**config.mk**
```make
export PLATFORM = sky130hd
export DESIGN_NAME = load_store_unit
export DESIGN_NICKNAME = d
export VERILOG_FILES = /design/src/rtl/load_store_unit.sv
export SDC_FILE = /design/constraint.sdc
export NUM_CORES = 1
export LEC_CHECK = 0
export ABC_CLOCK_PERIOD_IN_PS = 7850
export BUFFER_PORTS_ARGS = -buffer_cell sky130_fd_sc_hd__clkbuf_2
export CORE_ASPECT_RATIO = 1.25
export CORE_UTILIZATION = 50
export DETAILED_ROUTE_END_ITERATION = 7
export GPL_TIMING_DRIVEN = 0
export HOLD_SLACK_MARGIN = 0.08
export PLACE_DENSITY = 0.94
export SYNTH_ARGS = -nofsm -noshare
export SYNTH_HDL_FRONTEND = slang
export SYNTH_SLANG_ARGS = --single-unit
```
**constraint.sdc**
```tcl
create_clock -name clk -period 7.85 [get_ports clk]
set_clock_uncertainty 0.2 [all_clocks]
set_input_delay 1.57 -clock clk [delete_from_list [all_inputs] [get_ports clk]]
set_output_delay 1.57 -clock clk [all_outputs]
set_load 0.05 [all_outputs]
```
**src/rtl/load_store_unit.sv**
```systemverilog
// ---------------------------------------------------------------------------
// load_store_unit
//   Single-outstanding RV32I load/store sequencer sitting between the CPU
//   pipeline and a simple memory controller. Computes the effective address,
//   checks alignment/legality, issues a one-cycle start pulse, waits for the
//   memory ready (with a bounded wait), and returns an extended load result.
//
// Parameters
//   TIMEOUT        : max WAIT cycles before the access is aborted with err
//
// Ports
//   clk, rst       : clock, synchronous active-high reset
//   req_*          : CPU request (valid/ready, store flag, funct3, base, imm,
//                    store data); captured only when accepted in IDLE
//   resp_done      : one-cycle completion pulse
//   resp_rdata     : extended load data (0 for stores/errors)
//   resp_err       : misaligned / illegal / timeout flag
//   mem_enable     : one-cycle start pulse to memory controller
//   mem_addr       : 24-bit byte address
//   mem_we         : write enable
//   mem_instr_mode : 00 word, 01 byte, 10 half
//   mem_data_in    : store data, low-aligned, masked to width
//   mem_data_out   : read data from memory
//   mem_op_r       : memory ready / read data valid
// ---------------------------------------------------------------------------
module load_store_unit #(
    parameter int TIMEOUT = 16
) (
    input  logic        clk,
    input  logic        rst,
    input  logic        req_valid,
    output logic        req_ready,
    input  logic        req_store,
    input  logic [2:0]  req_funct3,
    input  logic [31:0] req_base,
    input  logic [11:0] req_imm,
    input  logic [31:0] req_wdata,
    output logic        resp_done,
    output logic [31:0] resp_rdata,
    output logic        resp_err,
    output logic        mem_enable,
    output logic [23:0] mem_addr,
    output logic        mem_we,
    output logic [1:0]  mem_instr_mode,
    output logic [31:0] mem_data_in,
    input  logic [31:0] mem_data_out,
    input  logic        mem_op_r
);

    typedef enum logic [1:0] {
        S_IDLE  = 2'd0,
        S_ISSUE = 2'd1,
        S_WAIT  = 2'd2,
        S_DONE  = 2'd3
    } state_t;

    localparam int CW = (TIMEOUT > 1) ? $clog2(TIMEOUT) : 1;

    state_t        state_q, state_d;
    logic [CW-1:0] cnt_q, cnt_d;
    logic [2:0]    funct3_q, funct3_d;
    logic          req_ready_q, req_ready_d;
    logic          resp_done_q, resp_done_d;
    logic [31:0]   resp_rdata_q, resp_rdata_d;
    logic          resp_err_q, resp_err_d;
    logic          mem_enable_q, mem_enable_d;
    logic [23:0]   mem_addr_q, mem_addr_d;
    logic          mem_we_q, mem_we_d;
    logic [1:0]    mem_mode_q, mem_mode_d;
    logic [31:0]   mem_din_q, mem_din_d;

    // -----------------------------------------------------------------------
    // Request decode (only meaningful while in IDLE)
    // -----------------------------------------------------------------------
    logic [31:0] ea;
    logic        is_byte, is_half, is_word;
    logic        illegal, misalign;
    logic [1:0]  req_mode;
    logic [31:0] req_din;
    logic        unused_ea_hi;

    assign ea           = req_base + {{20{req_imm[11]}}, req_imm};
    // Memory space is 24 bits; the top byte of the sum is intentionally dropped.
    assign unused_ea_hi = ^ea[31:24];

    assign is_byte  = (req_funct3[1:0] == 2'b00);
    assign is_half  = (req_funct3[1:0] == 2'b01);
    assign is_word  = (req_funct3 == 3'b010);
    // 011, 11x are undefined; 10x (unsigned) exist only for loads.
    assign illegal  = (req_funct3 == 3'b011) ||
                      (req_funct3[2] && (req_funct3[1] || req_store));
    assign misalign = (is_half && ea[0]) || (is_word && (ea[1:0] != 2'b00));

    always_comb begin
        req_mode = 2'b00;
        req_din  = req_wdata;
        if (is_byte) begin
            req_mode = 2'b01;
            req_din  = {24'h0, req_wdata[7:0]};
        end else if (is_half) begin
            req_mode = 2'b10;
            req_din  = {16'h0, req_wdata[15:0]};
        end
    end

    // Load extension keyed on the captured funct3.
    function automatic logic [31:0] load_ext(input logic [2:0] f3, input logic [31:0] d);
        case (f3)
            3'b000:  load_ext = {{24{d[7]}}, d[7:0]};
            3'b001:  load_ext = {{16{d[15]}}, d[15:0]};
            3'b100:  load_ext = {24'h0, d[7:0]};
            3'b101:  load_ext = {16'h0, d[15:0]};
            default: load_ext = d;
        endcase
    endfunction

    // -----------------------------------------------------------------------
    // Next-state logic
    // -----------------------------------------------------------------------
    always_comb begin
        state_d      = state_q;
        cnt_d        = cnt_q;
        funct3_d     = funct3_q;
        resp_rdata_d = resp_rdata_q;
        resp_err_d   = resp_err_q;
        mem_addr_d   = mem_addr_q;
        mem_we_d     = mem_we_q;
        mem_mode_d   = mem_mode_q;
        mem_din_d    = mem_din_q;

        case (state_q)
            S_IDLE: begin
                cnt_d = '0;
                if (req_valid) begin
                    funct3_d     = req_funct3;
                    resp_rdata_d = 32'h0;
                    if (illegal || misalign) begin
                        // Rejected before any memory traffic.
                        state_d    = S_DONE;
                        resp_err_d = 1'b1;
                    end else begin
                        state_d    = S_ISSUE;
                        resp_err_d = 1'b0;
                        mem_addr_d = ea[23:0];
                        mem_we_d   = req_store;
                        mem_mode_d = req_mode;
                        mem_din_d  = req_din;
                    end
                end
            end
            S_ISSUE: begin
                state_d = S_WAIT;
                cnt_d   = '0;
            end
            S_WAIT: begin
                // A ready on the final allowed cycle still wins over timeout.
                if (mem_op_r) begin
                    state_d      = S_DONE;
                    resp_err_d   = 1'b0;
                    resp_rdata_d = mem_we_q ? 32'h0 : load_ext(funct3_q, mem_data_out);
                    mem_we_d     = 1'b0;
                end else if (cnt_q == CW'(TIMEOUT - 1)) begin
                    state_d      = S_DONE;
                    resp_err_d   = 1'b1;
                    resp_rdata_d = 32'h0;
                    mem_we_d     = 1'b0;
                end else begin
                    cnt_d = cnt_q + CW'(1);
                end
            end
            S_DONE: begin
                state_d = S_IDLE;
            end
            default: state_d = S_IDLE;
        endcase
    end

    // Handshake outputs are registered off the next state.
    assign req_ready_d  = (state_d == S_IDLE);
    assign resp_done_d  = (state_d == S_DONE);
    assign mem_enable_d = (state_d == S_ISSUE);

    always_ff @(posedge clk) begin
        if (rst) begin
            state_q      <= S_IDLE;
            cnt_q        <= '0;
            funct3_q     <= 3'b000;
            req_ready_q  <= 1'b1;
            resp_done_q  <= 1'b0;
            resp_rdata_q <= 32'h0;
            resp_err_q   <= 1'b0;
            mem_enable_q <= 1'b0;
            mem_addr_q   <= 24'h0;
            mem_we_q     <= 1'b0;
            mem_mode_q   <= 2'b00;
            mem_din_q    <= 32'h0;
        end else begin
            state_q      <= state_d;
            cnt_q        <= cnt_d;
            funct3_q     <= funct3_d;
            req_ready_q  <= req_ready_d;
            resp_done_q  <= resp_done_d;
            resp_rdata_q <= resp_rdata_d;
            resp_err_q   <= resp_err_d;
            mem_enable_q <= mem_enable_d;
            mem_addr_q   <= mem_addr_d;
            mem_we_q     <= mem_we_d;
            mem_mode_q   <= mem_mode_d;
            mem_din_q    <= mem_din_d;
        end
    end

    assign req_ready      = req_ready_q;
    assign resp_done      = resp_done_q;
    assign resp_rdata     = resp_rdata_q;
    assign resp_err       = resp_err_q;
    assign mem_enable     = mem_enable_q;
    assign mem_addr       = mem_addr_q;
    assign mem_we         = mem_we_q;
    assign mem_instr_mode = mem_mode_q;
    assign mem_data_in    = mem_din_q;

endmodule
```
After elaboration in Yosys (flattened, before gate mapping) --
Index checks and enable logic that the tools add are counted.
Operators by class: multiplexer cells 28, eq/ne operators 17, $add $sub $neg 2, bitwise operators 1, reductions and logical operators 20
Operators with widths (count):
- 2-to-1 mux 32 bit | 6
- one-hot mux 32 bit (4 select lines) | 1
- one-hot mux 32 bit (2 select lines) | 1
- adder 24 bit | 1
- 2-to-1 mux 2 bit | 6
- AND reduction 3 bit | 3
- 2-to-1 mux 1 bit | 8
- 2-to-1 mux 4 bit | 2
- != test 2 bit (second input constant) | 4
- one-hot mux 2 bit (4 select lines) | 1
- one-hot mux 4 bit (2 select lines) | 1
- equality test 2 x 1 -> 1 bit (second input constant) | 3
- equality test 2 bit (second input constant) | 3
- equality test 3 x 2 -> 1 bit (second input constant) | 2
- equality test 3 bit (second input constant) | 2
- logical NOT 2 bit | 3
- nonzero test 2 bit | 3
- adder 4 x 1 -> 4 bit (second input constant) | 1
- equality test 4 bit (second input constant) | 1
- logical OR 1 bit | 4
- one-hot mux 1 bit (2 select lines) | 2
- AND reduction 4 bit | 1
- equality test 3 x 1 -> 1 bit (second input constant) | 1
- logical AND 1 bit | 3
- other kinds (5) | 5
Word-level totals: output and inout bits 95, input port bits 116, register bits 104, word-level logic and storage cells 80

Logic depth before layout (Yosys ltp) --
Gate-level depths: netlist (run 1).
depth after elaboration 9, mapped depth 10, mapped depth without buffers 9

Least setup slack after synthesis (run 1) --
No wires, ideal clock.
kind in2reg, from input req_base[0], to register mem_addr_q[16] (netlist: mem_addr[16]), data required time 7587 ps, buffers on the path 1, library setup time 63 ps, setup slack 3926 ps, arrival 3662 ps, stages on the path 8, cell sequence ha_1 -> fa_1 -> nor4_2 -> a21oi_2 -> or3_1 -> buf_2 -> or4_1 -> nand3_1
Between the ends: longest elaborated chain between the ends 7, elaborated cells on any way between the ends 8, classes of those cells add/sub: 1; bitwise: 1; reduce/logical: 6
Ends and longest elaborated chain:
- start: declaration | RTL line 35 | input logic [31:0] req_base,
- adder 24 bit | RTL line 82 | assign ea = req_base + {{20{req_imm[11]}}, req_imm};
- net ea[1] | RTL line 75 | logic [31:0] ea;
- nonzero test 2 bit | RTL line 92 | assign misalign = (is_half && ea[0]) || (is_word && (ea[1:0] != 2'b00));
- logical AND 1 bit | RTL line 92
- logical OR 1 bit | RTL line 92
- logical OR 1 bit | RTL line 137 | if (illegal || misalign) begin
- inverter 1 bit (no source line)
- AND reduction 3 bit (no source line)
- end signal: assignment | RTL line 206 | mem_addr_q <= mem_addr_d;
- end: declaration | RTL line 67 | logic [23:0] mem_addr_q, mem_addr_d;
The timed path passes the listed nets, and every way through them passes these cells. A chain may end at the register's enable or synchronous reset.

Worst setup path in the final report (run 1) --
from input req_base[0], to register mem_addr_q[17] (netlist: mem_addr[17])
The elaborated chain is that of the path after synthesis.

==> results of run 1 <==
[power by group]
part           leakage [nW]  internal, mW  switching (mW)
sequential            0.843         0.582          0.0304
clock                 0.151         0.229           0.225
combinational          1.89         0.191           0.501
[logic make-up after synthesis]
kind of cell | count (synthesis) | synth area share
and+or+nand+nor | 261 | 0.234
buffers and inverters | 48 | 0.0376
xor gates and xnor gates | 18 | 0.0307
muxes | 3 | 0.00586
AOI/OAI and AO/OA | 190 | 0.216
DFF | 104 | 0.406
adders and majority gates | 28 | 0.0698
[critical path: cells and delay by family]
kind	cells	cell delay, ns
AOI/OAI and AO/OA	2	0.27
and+or+nand+nor	3	0.90
adders and majority gates	2	0.75
buffers and inverters	2	0.58
[through the flow]
| stage | setup WS (ns) | cell area, sq um | cells | utilization | hold WS [ns] |
|---|---|---|---|---|---|
| CTS | 3.88 | 6600 | 994 | 0.673 | 0.256 |
| global placement | 3.52 | 6290 | 978 | 0.641 | 0.237 |
| detailed placement | 3.52 | 6290 | 978 | 0.641 | 0.244 |
| global route | 3.63 | 6600 | 994 | 0.673 | 0.267 |
| floorplan | 3.93 | 5130 | 652 | - | 0.245 |
| finish | 3.84 | 6600 | 994 | 0.673 | 0.257 |
[cell type report]
cell class	instances	area [sq um]
Clock inverter	7	86.3
Multi-Input combinational cell	500	2850
Tap cell	126	158
Timing Repair Buffer	200	1000
Inverter	6	22.5
Clock buffer	9	225
Sequential cell	104	2080
Buffer	42	170
Fill cell	848	3210
[sequential cells by signal, summed over array words and instances (netlist names), 2 cells and up]
register,count
mem_data_in,32
resp_rdata,32
mem_addr,24
cnt_q,4
funct3_q,3
mem_instr_mode,2
state_q,2
[cells in the mapped netlist (all sizes together)]
| cell type | instances |
|---|---|
| a2111o | 1 |
| a211o | 2 |
| a211oi | 16 |
| a21o | 6 |
| a21oi | 111 |
| a22oi | 2 |
| a31oi | 2 |
| a41oi | 2 |
| and2 | 2 |
| and3 | 6 |
| buf | 9 |
| clkbuf | 33 |
| dfxtp | 104 |
| fa | 1 |
| ha | 27 |
| inv | 6 |
| mux2i | 3 |
| nand2 | 101 |
| nand2b | 3 |
| nand3 | 43 |
| nand3b | 2 |
| nand4 | 1 |
| nand4b | 1 |
| nor2 | 49 |
| nor2b | 20 |
| nor3 | 20 |
| nor3b | 1 |
| nor4 | 2 |
| o2111ai | 1 |
| o211a | 1 |
| o211ai | 4 |
| o21a | 3 |
| o21ai | 34 |
| o311a | 2 |
| o31ai | 3 |
| or2 | 5 |
| or3 | 2 |
| or4 | 2 |
| or4b | 1 |
| xnor2 | 13 |
| xor2 | 5 |
[layer usage]
metal  GRT usage  up-vias
met4       0.126        0
li1            -     2718
met5           0        -
met1       0.315     2540
met2       0.526      259
met3      0.0496       41
[path summary, 6_finish.rpt]
| kind | startpoint | end | slack (ns) |
|---|---|---|---|
| worst min register to register | mem_data_in[14] | mem_data_in[14] | 0.26 |
| worst min-delay path | mem_data_in[14] | mem_data_in[14] | 0.26 |
| worst max register to register | state_q[0] | resp_rdata[31] | 5.17 |
| worst max-delay path | req_base[0] | mem_addr[17] | 3.84 |
==> impl_metrics.toml, run 1 <==
[logic_synthesis]
yosysWarnings = 0
yosysSeqAreaShare = 0.406
synthCells = 652
netlist_area_sq_mm = 0.00513
synth.top_cells.by_area = "dfxtp_1 41%, a21oi_1 11%, nand2_1 7.4%, ha_1 6.6%, nand3_1 4.2%"
synth_area_per_cell_sq_um = 7.86
synth_fp_nets = 796
yosys.area.top_type_share = 0.406
synth_top_area_cell = "dfxtp_1"
ys_ff_latch = 104
synth_cell_types = 49

[timing]
finalSetupViolations = 0
hold_viol = 0
fmax_ghz = 0.249
period_share = 0.511
period_needed_ns = 4.01
relSlewSlack = 0.576
tightestPinTransition_ns = 0.635
final_max_slew_viol_count = 0
rsz0062_at_grt = "no"
setup_tns_ns = 0

[grt]
grt_max_degree = 22
grt_pass1_vias = 5232
antenna_found_initial = 0
overflow = 0
grt_pass1_wl_microns = 24000
groute.usage.overall = 0.284

[cts]
clock_path_buffers = 2
htreeDepth = 3
numClockSinks = 104
cts_root_buf = "clkbuf_16"
clk_latency_ns = 0.34
cts_setup_buffers = 0
cts_tree = "yes"
cts_resized = 0
ctsHoldBuffers = 0
cts_inserted_buffers = 9
clk_pin_slew_ns = 0.07

[power]
irDropWorstVdd_mv = 0.134
power.leakage_nw = 2.88
power_density_mw_per_mm2 = 266
finalPower_mw = 1.76

[detailed_routing]
vias = 5558
drtAntennaViolNets = 0
highest_layer = "met4"
drt-pass1-iter-count = 5
vias_per_cell = 5.59
dr_wl_met3_microns = 1230
drc = 0
drt_iter0_drc = 271
wl_per_cell_microns = 15.6
drt_wl_total_microns = 15500
met2_length_microns = 7920
met1_length_microns = 5920

[die]
io_pins = 211
row_count = 40
die_width_microns = 92.6
start_util = 0.523
coreArea_sq_mm = 0.00981
die_h_microns = 115
die_area_sq_mm = 0.0107

[hold_path]
min_path_cells = 2
hold_path.class = "flip-flop to flip-flop"

[cells_and_area]
layout-drive-gt1-share = 0.271
antenna_cells = 0
area_delta_synth_final_pct = 28.7
layout_commonest_cell = "clkbuf_2"
most-common-layout-cells = "200 x clkbuf_2, 110 x a21oi_1, 104 x dfxtp_1"
layout.nets = 1007

[setup_path]
critical_path.slowest_cell = "fa_1"
cp_slowest_stage_delay_ns = 0.50
reg2regPathDepth = 10
cp_cell_sequence = "clkbuf_2 > ha_1 > fa_1 > nor4_2 > a21oi_2 > nor2_1 > clkbuf_1 > nand3_1 > a21oi_1"
cp.arrival_ns = 4.08
criticalPathCategory = "input port to flip-flop"
crit_required_ns = 7.92
start_kind = "input port"
cp-end-kind = "flip-flop"
worstPathMaxFanout = 10

[placed_design]
port_buffers = 200
routabilityCongestion = 0.903
hpwl_microns = 12000

[run]
cap_violations = 0

[outcome]
status = "finished, final reports clean"
(Power assumes the default switching activity.)
==> run 2: changes to the inputs <==
ABC_CLOCK_PERIOD_IN_PS = 3440   (was 7850)
CORE_UTILIZATION = 44   (was 50)
PLACE_DENSITY = 0.88   (was 0.94)
clock period = 3.44 ns   (was 7.85 ns; I/O delays follow)
==> run 2 against run 1 <==
  * Final cell count is 0.91% higher
  * Worst hold slack worse by 0.0022 ns
  * Global-route usage down 3.2 points
  * Setup slack lost 3.5 ns
  * Power rose by 130%
  * Sequential cell count stayed put
  * Routed wire length is 0.61% lower
  * Clock-buffer cell count unchanged
  * Utilization is 8.3 points lower
  * Die area increased by 13%
==> impl_metrics.toml, run 2 (synthesis results as in run 1) <==
[outcome]
status = "finished, final reports clean"

[timing]
hold_viol = 0
relSlewSlack = 0.589
worst_slack_ns = 0.286
final_max_slew_viol_count = 0
fmax_ghz = 0.317
tightestPinTransition_ns = 0.616
period_needed_ns = 3.15
finalSetupViolations = 0
period_share = 0.917
rsz0062_at_grt = "no"

[cells_and_area]
stdcell_area_sq_mm = 0.00663
ff_latch_area_sq_mm = 0.00208
layout-drive-gt1-share = 0.271
fillerInstances = 1065
most-common-layout-cells = "200 x clkbuf_2, 110 x a21oi_1, 104 x dfxtp_1"
layout.nets = 1007
antenna_cells = 0
layout_commonest_cell = "clkbuf_2"
area_delta_synth_final_pct = 29.4
multiInputGateArea_sq_mm = 0.00285

[setup_path]
start_kind = "input port"
reg2reg_to = "resp_rdata[28]"
worstPathMaxFanout = 10
crit_required_ns = 3.52
timing.rr.start = "state_q[1]"
regToRegSetupSlack_ns = 0.79
criticalPathCategory = "input port to flip-flop"
cp.arrival_ns = 3.23
cp-end-kind = "flip-flop"
reg2regPathDepth = 9

[detailed_routing]
drt-pass1-iter-count = 4
drtAntennaViolNets = 0
drt_wl_total_microns = 15400
vias_per_cell = 5.45
wl_per_cell_microns = 15.4
vias = 5465
drt_iter0_drc = 212
drc = 0

[placed_design]
dp_worst_setup_slack_ns = -0.102
placed_area_sq_mm = 0.00630
port_buffers = 200
routabilityCongestion = 0.850
hpwl_microns = 12000

[die]
die_h_microns = 123
start_util = 0.456
die_area_sq_mm = 0.0121
coreArea_sq_mm = 0.0112
die_width_microns = 98.6
row_count = 43
io_pins = 211

[cts]
clock_path_buffers = 2
ctsHoldBuffers = 0
cts_root_buf = "clkbuf_16"
htreeDepth = 3
numClockSinks = 104
cts_inserted_buffers = 9
clk_latency_ns = 0.35
clk_pin_slew_ns = 0.08
cts_resized = 0
cts_tree = "yes"
cts_setup_buffers = 0

[hold_path]
hold_path.class = "flip-flop to flip-flop"
min_from = "resp_rdata[7]"
min_path_cells = 2
whs_endpoint = "resp_rdata[7]"

[grt]
grt_pass1_wl_microns = 23900
groute.usage.overall = 0.252
antenna_found_initial = 0
grt_pass1_vias = 5102
overflow = 0
grt_max_degree = 20

[power]
irDropWorstVdd_mv = 0.257
power.leakage_nw = 2.89
power_density_mw_per_mm2 = 620

[run]
cap_violations = 0
[run 2: cell count changes in the layout (fill, tap and decap cells not counted)]
cell       before  now
inv_8           1    0
clkinv_8        3    1
inv_6           2    3
bufinv_16       0    2
[run 2: cell type report]
cell class,instances,share of cell area
Timing Repair Buffer,200,0.151
Clock inverter,7,0.0168
Multi-Input combinational cell,500,0.430
Buffer,42,0.0257
Inverter,6,0.00339
Clock buffer,9,0.0339
Tap cell,135,0.0255
Sequential cell,104,0.314
[run 2: critical path, stage by stage]
cell and delay, ns:
clkbuf_2 0.09, ha_1 0.24, fa_1 0.50, nor4_2 0.30, a21oi_2 0.12, nor2_1 0.46, clkbuf_1 0.49, nand3_1 0.16
a21oi_1 0.17
[run 2: worst max-delay path by stage]
| stage | from | endpoint | slack [ns] | cells past startpoint |
|---|---|---|---|---|
| final | req_base[0] | mem_data_in[24] | 0.29 | 9 |
| after CTS | req_base[0] | mem_data_in[24] | 0.27 | 9 |
| after global placement | req_base[0] | mem_data_in[10] | -0.05 | 9 |
| after global routing | req_base[0] | mem_data_in[10] | 0.06 | 9 |
| after detailed placement | req_base[0] | mem_addr[17] | -0.10 | 9 |
| after floorplan | req_base[0] | mem_addr[16] | 0.40 | 8 |
[run 2: power breakdown]
| part | switching [mW] | internal (mW) |
|---|---|---|
| Combinational | 1.14 | 0.436 |
| Sequential | 0.0675 | 1.33 |
| Clock | 0.487 | 0.654 |
[run 2: metrics by stage]
step	TNS, ns	power [mW]	instances	utilization	hold slack, ns
CTS	0	4.12	1003	0.590	0.255
detailed placement	-1.35	2.98	987	0.560	0.244
global placement	-0.265	2.96	987	0.560	0.237
floorplan	0	2.56	652	-	0.245
global route	0	4.32	1003	0.590	0.276
finish	0	4.11	1003	0.590	0.254
[run 2: per-layer routing]
metal,global-route usage,part of all wire,up-vias
li1,-,-,2712
met1,0.270,0.39,2508
met2,0.462,0.50,209
met3,0.0604,0.074,36
met4,0.126,0.031,0
met5,0,0,-
==> run 3: changes to the inputs <==
ABC_CLOCK_PERIOD_IN_PS = 3350   (was 3440)
CORE_UTILIZATION = 49   (was 44)
PLACE_DENSITY = 0.92   (was 0.88)
SLEW_MARGIN = 20   (was unset)
clock period = 3.35 ns   (was 3.44 ns; I/O delays follow)
==> run 3 against run 2 <==
  * First-iteration DRC count up 13%
  * Utilization up 6.0 points
  * Routed wire length up 0.95%
  * Non-clock buffer count unchanged
  * Die area down 10%
  * Design area down 0.43%
  * Setup slack worse by 0.061 ns
  * Power up 1.1%
  * Global-route usage up 3.0 points
  * Worst hold slack worse by 0.0031 ns
  * Via count up 0.22%
  * Clock-buffer cell count up 1
  * Largest cell class unchanged
==> impl_metrics.toml, run 3 (synthesis results as in run 1) <==
[outcome]
status = "finished, final reports clean"

[power]
power_density_mw_per_mm2 = 629
clockPowerShare = 0.266
p_switching_mw = 1.73
finalPower_mw = 4.16
switching_share = 0.417
irDropWorstVdd_mv = 0.315
seqPwrFrac = 0.345
power.leakage_nw = 2.88
p_comb_frac = 0.388
internal_power_mw = 2.42

[cts]
cts_tree = "yes"
cts_setup_buffers = 0
cts_resized = 0
cts_inserted_buffers = 9
cts_root_buf = "clkbuf_16"
clk_pin_slew_ns = 0.07
ctsHoldBuffers = 0
numClockSinks = 104
clock_path_buffers = 2
clk_latency_ns = 0.35
htreeDepth = 3

[cells_and_area]
area_delta_synth_final_pct = 28.8
postLayoutCoreUtil = 0.650
most-common-layout-cells = "201 x clkbuf_2, 110 x a21oi_1, 104 x dfxtp_1"
antenna_cells = 0
layout_commonest_cell = "clkbuf_2"
layout.nets = 1007
layout-drive-gt1-share = 0.272

[setup_path]
reg2regPathDepth = 10
crit_required_ns = 3.42
worstPathMaxFanout = 10
reg2reg_to = "resp_rdata[21]"
cp-end-kind = "flip-flop"
regToRegSetupSlack_ns = 0.74
cp_slowest_stage_delay_ns = 0.52
criticalPathCategory = "input port to flip-flop"
cp_cell_sequence = "clkbuf_2 > ha_1 > fa_1 > nor4_2 > a21oi_2 > nor2_1 > clkbuf_1 > nand3_1 > a21oi_1"
timing.rr.start = "state_q[0]"
start_kind = "input port"
critical_path.slowest_cell = "fa_1"
cp.arrival_ns = 3.20

[die]
row_count = 41
io_pins = 211
die_h_microns = 116
die_width_microns = 93.5
coreArea_sq_mm = 0.0102
die_area_sq_mm = 0.0109
start_util = 0.505

[detailed_routing]
drt_wl_total_microns = 15600
drtAntennaViolNets = 0
wl_per_cell_microns = 15.6
drt-pass1-iter-count = 5
drt_iter0_drc = 240
met1_length_microns = 6010
vias = 5477
vias_per_cell = 5.49
met2_length_microns = 7870
dr_wl_met3_microns = 1180
highest_layer = "met4"
drc = 0

[timing]
finalSetupViolations = 0
fmax_ghz = 0.320
setup_tns_ns = 0
period_needed_ns = 3.13
relSlewSlack = 0.550
rsz0062_at_grt = "no"
hold_viol = 0
tightestPinTransition_ns = 0.675
final_max_slew_viol_count = 0
period_share = 0.933
hold_slack_ns = 0.251
worst_slack_ns = 0.225

[placed_design]
port_buffers = 200
routabilityCongestion = 0.884
dp_worst_setup_slack_ns = -0.161
hpwl_microns = 11900

[grt]
groute.usage.overall = 0.282
grt_pass1_wl_microns = 23900
grt_pass1_vias = 5111
grt_max_degree = 19
antenna_found_initial = 0
overflow = 0

[hold_path]
min_from = "resp_rdata[7]"
min_path_cells = 2
whs_endpoint = "resp_rdata[7]"
hold_path.class = "flip-flop to flip-flop"

[run]
cap_violations = 0
## run 3: cell count changes in the layout (fill, tap and decap cells not counted), sizes merged
cell / delta
bufinv: -1
clkbuf: +1
clkinvlp: +1
inv: -1
## run 3: metrics by stage
| stage | cells | area [sq um] |
|---|---|---|
| 2_1_floorplan | 652 | 5130 |
| 3_3_place_gp | 981 | 6290 |
| 3_5_place_dp | 981 | 6290 |
| 4_1_cts | 997 | 6600 |
| 5_1_grt | 997 | 6610 |
| 6_report | 997 | 6610 |
## run 3: area by class of cell
cell class / instances / area, sq um
plain buffers: 42 / 171
clock buffers: 10 / 239
clock inverters: 6 / 75.1
fillers: 919 / 3550
inverters: 6 / 22.5
multi-input cells: 500 / 2850
flip-flops and latches: 104 / 2080
well taps: 129 / 161
repair buffers: 200 / 1000
## run 3: worst max path at each step
stage / startpoint / to / depth (start not counted)
final: req_base[0] / mem_data_in[10] / 9
after global routing: req_base[0] / mem_data_in[15] / 9
after CTS: req_base[0] / mem_data_in[10] / 9
after detailed placement: req_base[0] / mem_data_in[10] / 9
after global placement: req_base[0] / mem_data_in[10] / 9
after floorplan: req_base[0] / mem_addr[16] / 8
## run 3: routing by layer
metal,vias to the layer above,track usage
met5,-,0
met4,0,0.138
met3,37,0.0592
met2,228,0.521
met1,2508,0.305
li1,2704,-
## run 3: power groups by stage
stage	clock, mW	sequential, mW	combinational (mW)
3_5_place_dp	0	1.46	1.60
3_3_place_gp	0	1.46	1.58
4_1_cts	1.11	1.43	1.61
5_1_grt	1.17	1.45	1.76
2_1_floorplan	0	1.82	0.812
6_report	1.11	1.44	1.61
## run 3: critical path, delay by kind of cell
family	cells	cell delay, ns
compound gates	2	0.30
fa+ha+maj	2	0.76
buf+inv	2	0.56
simple gates	3	0.89
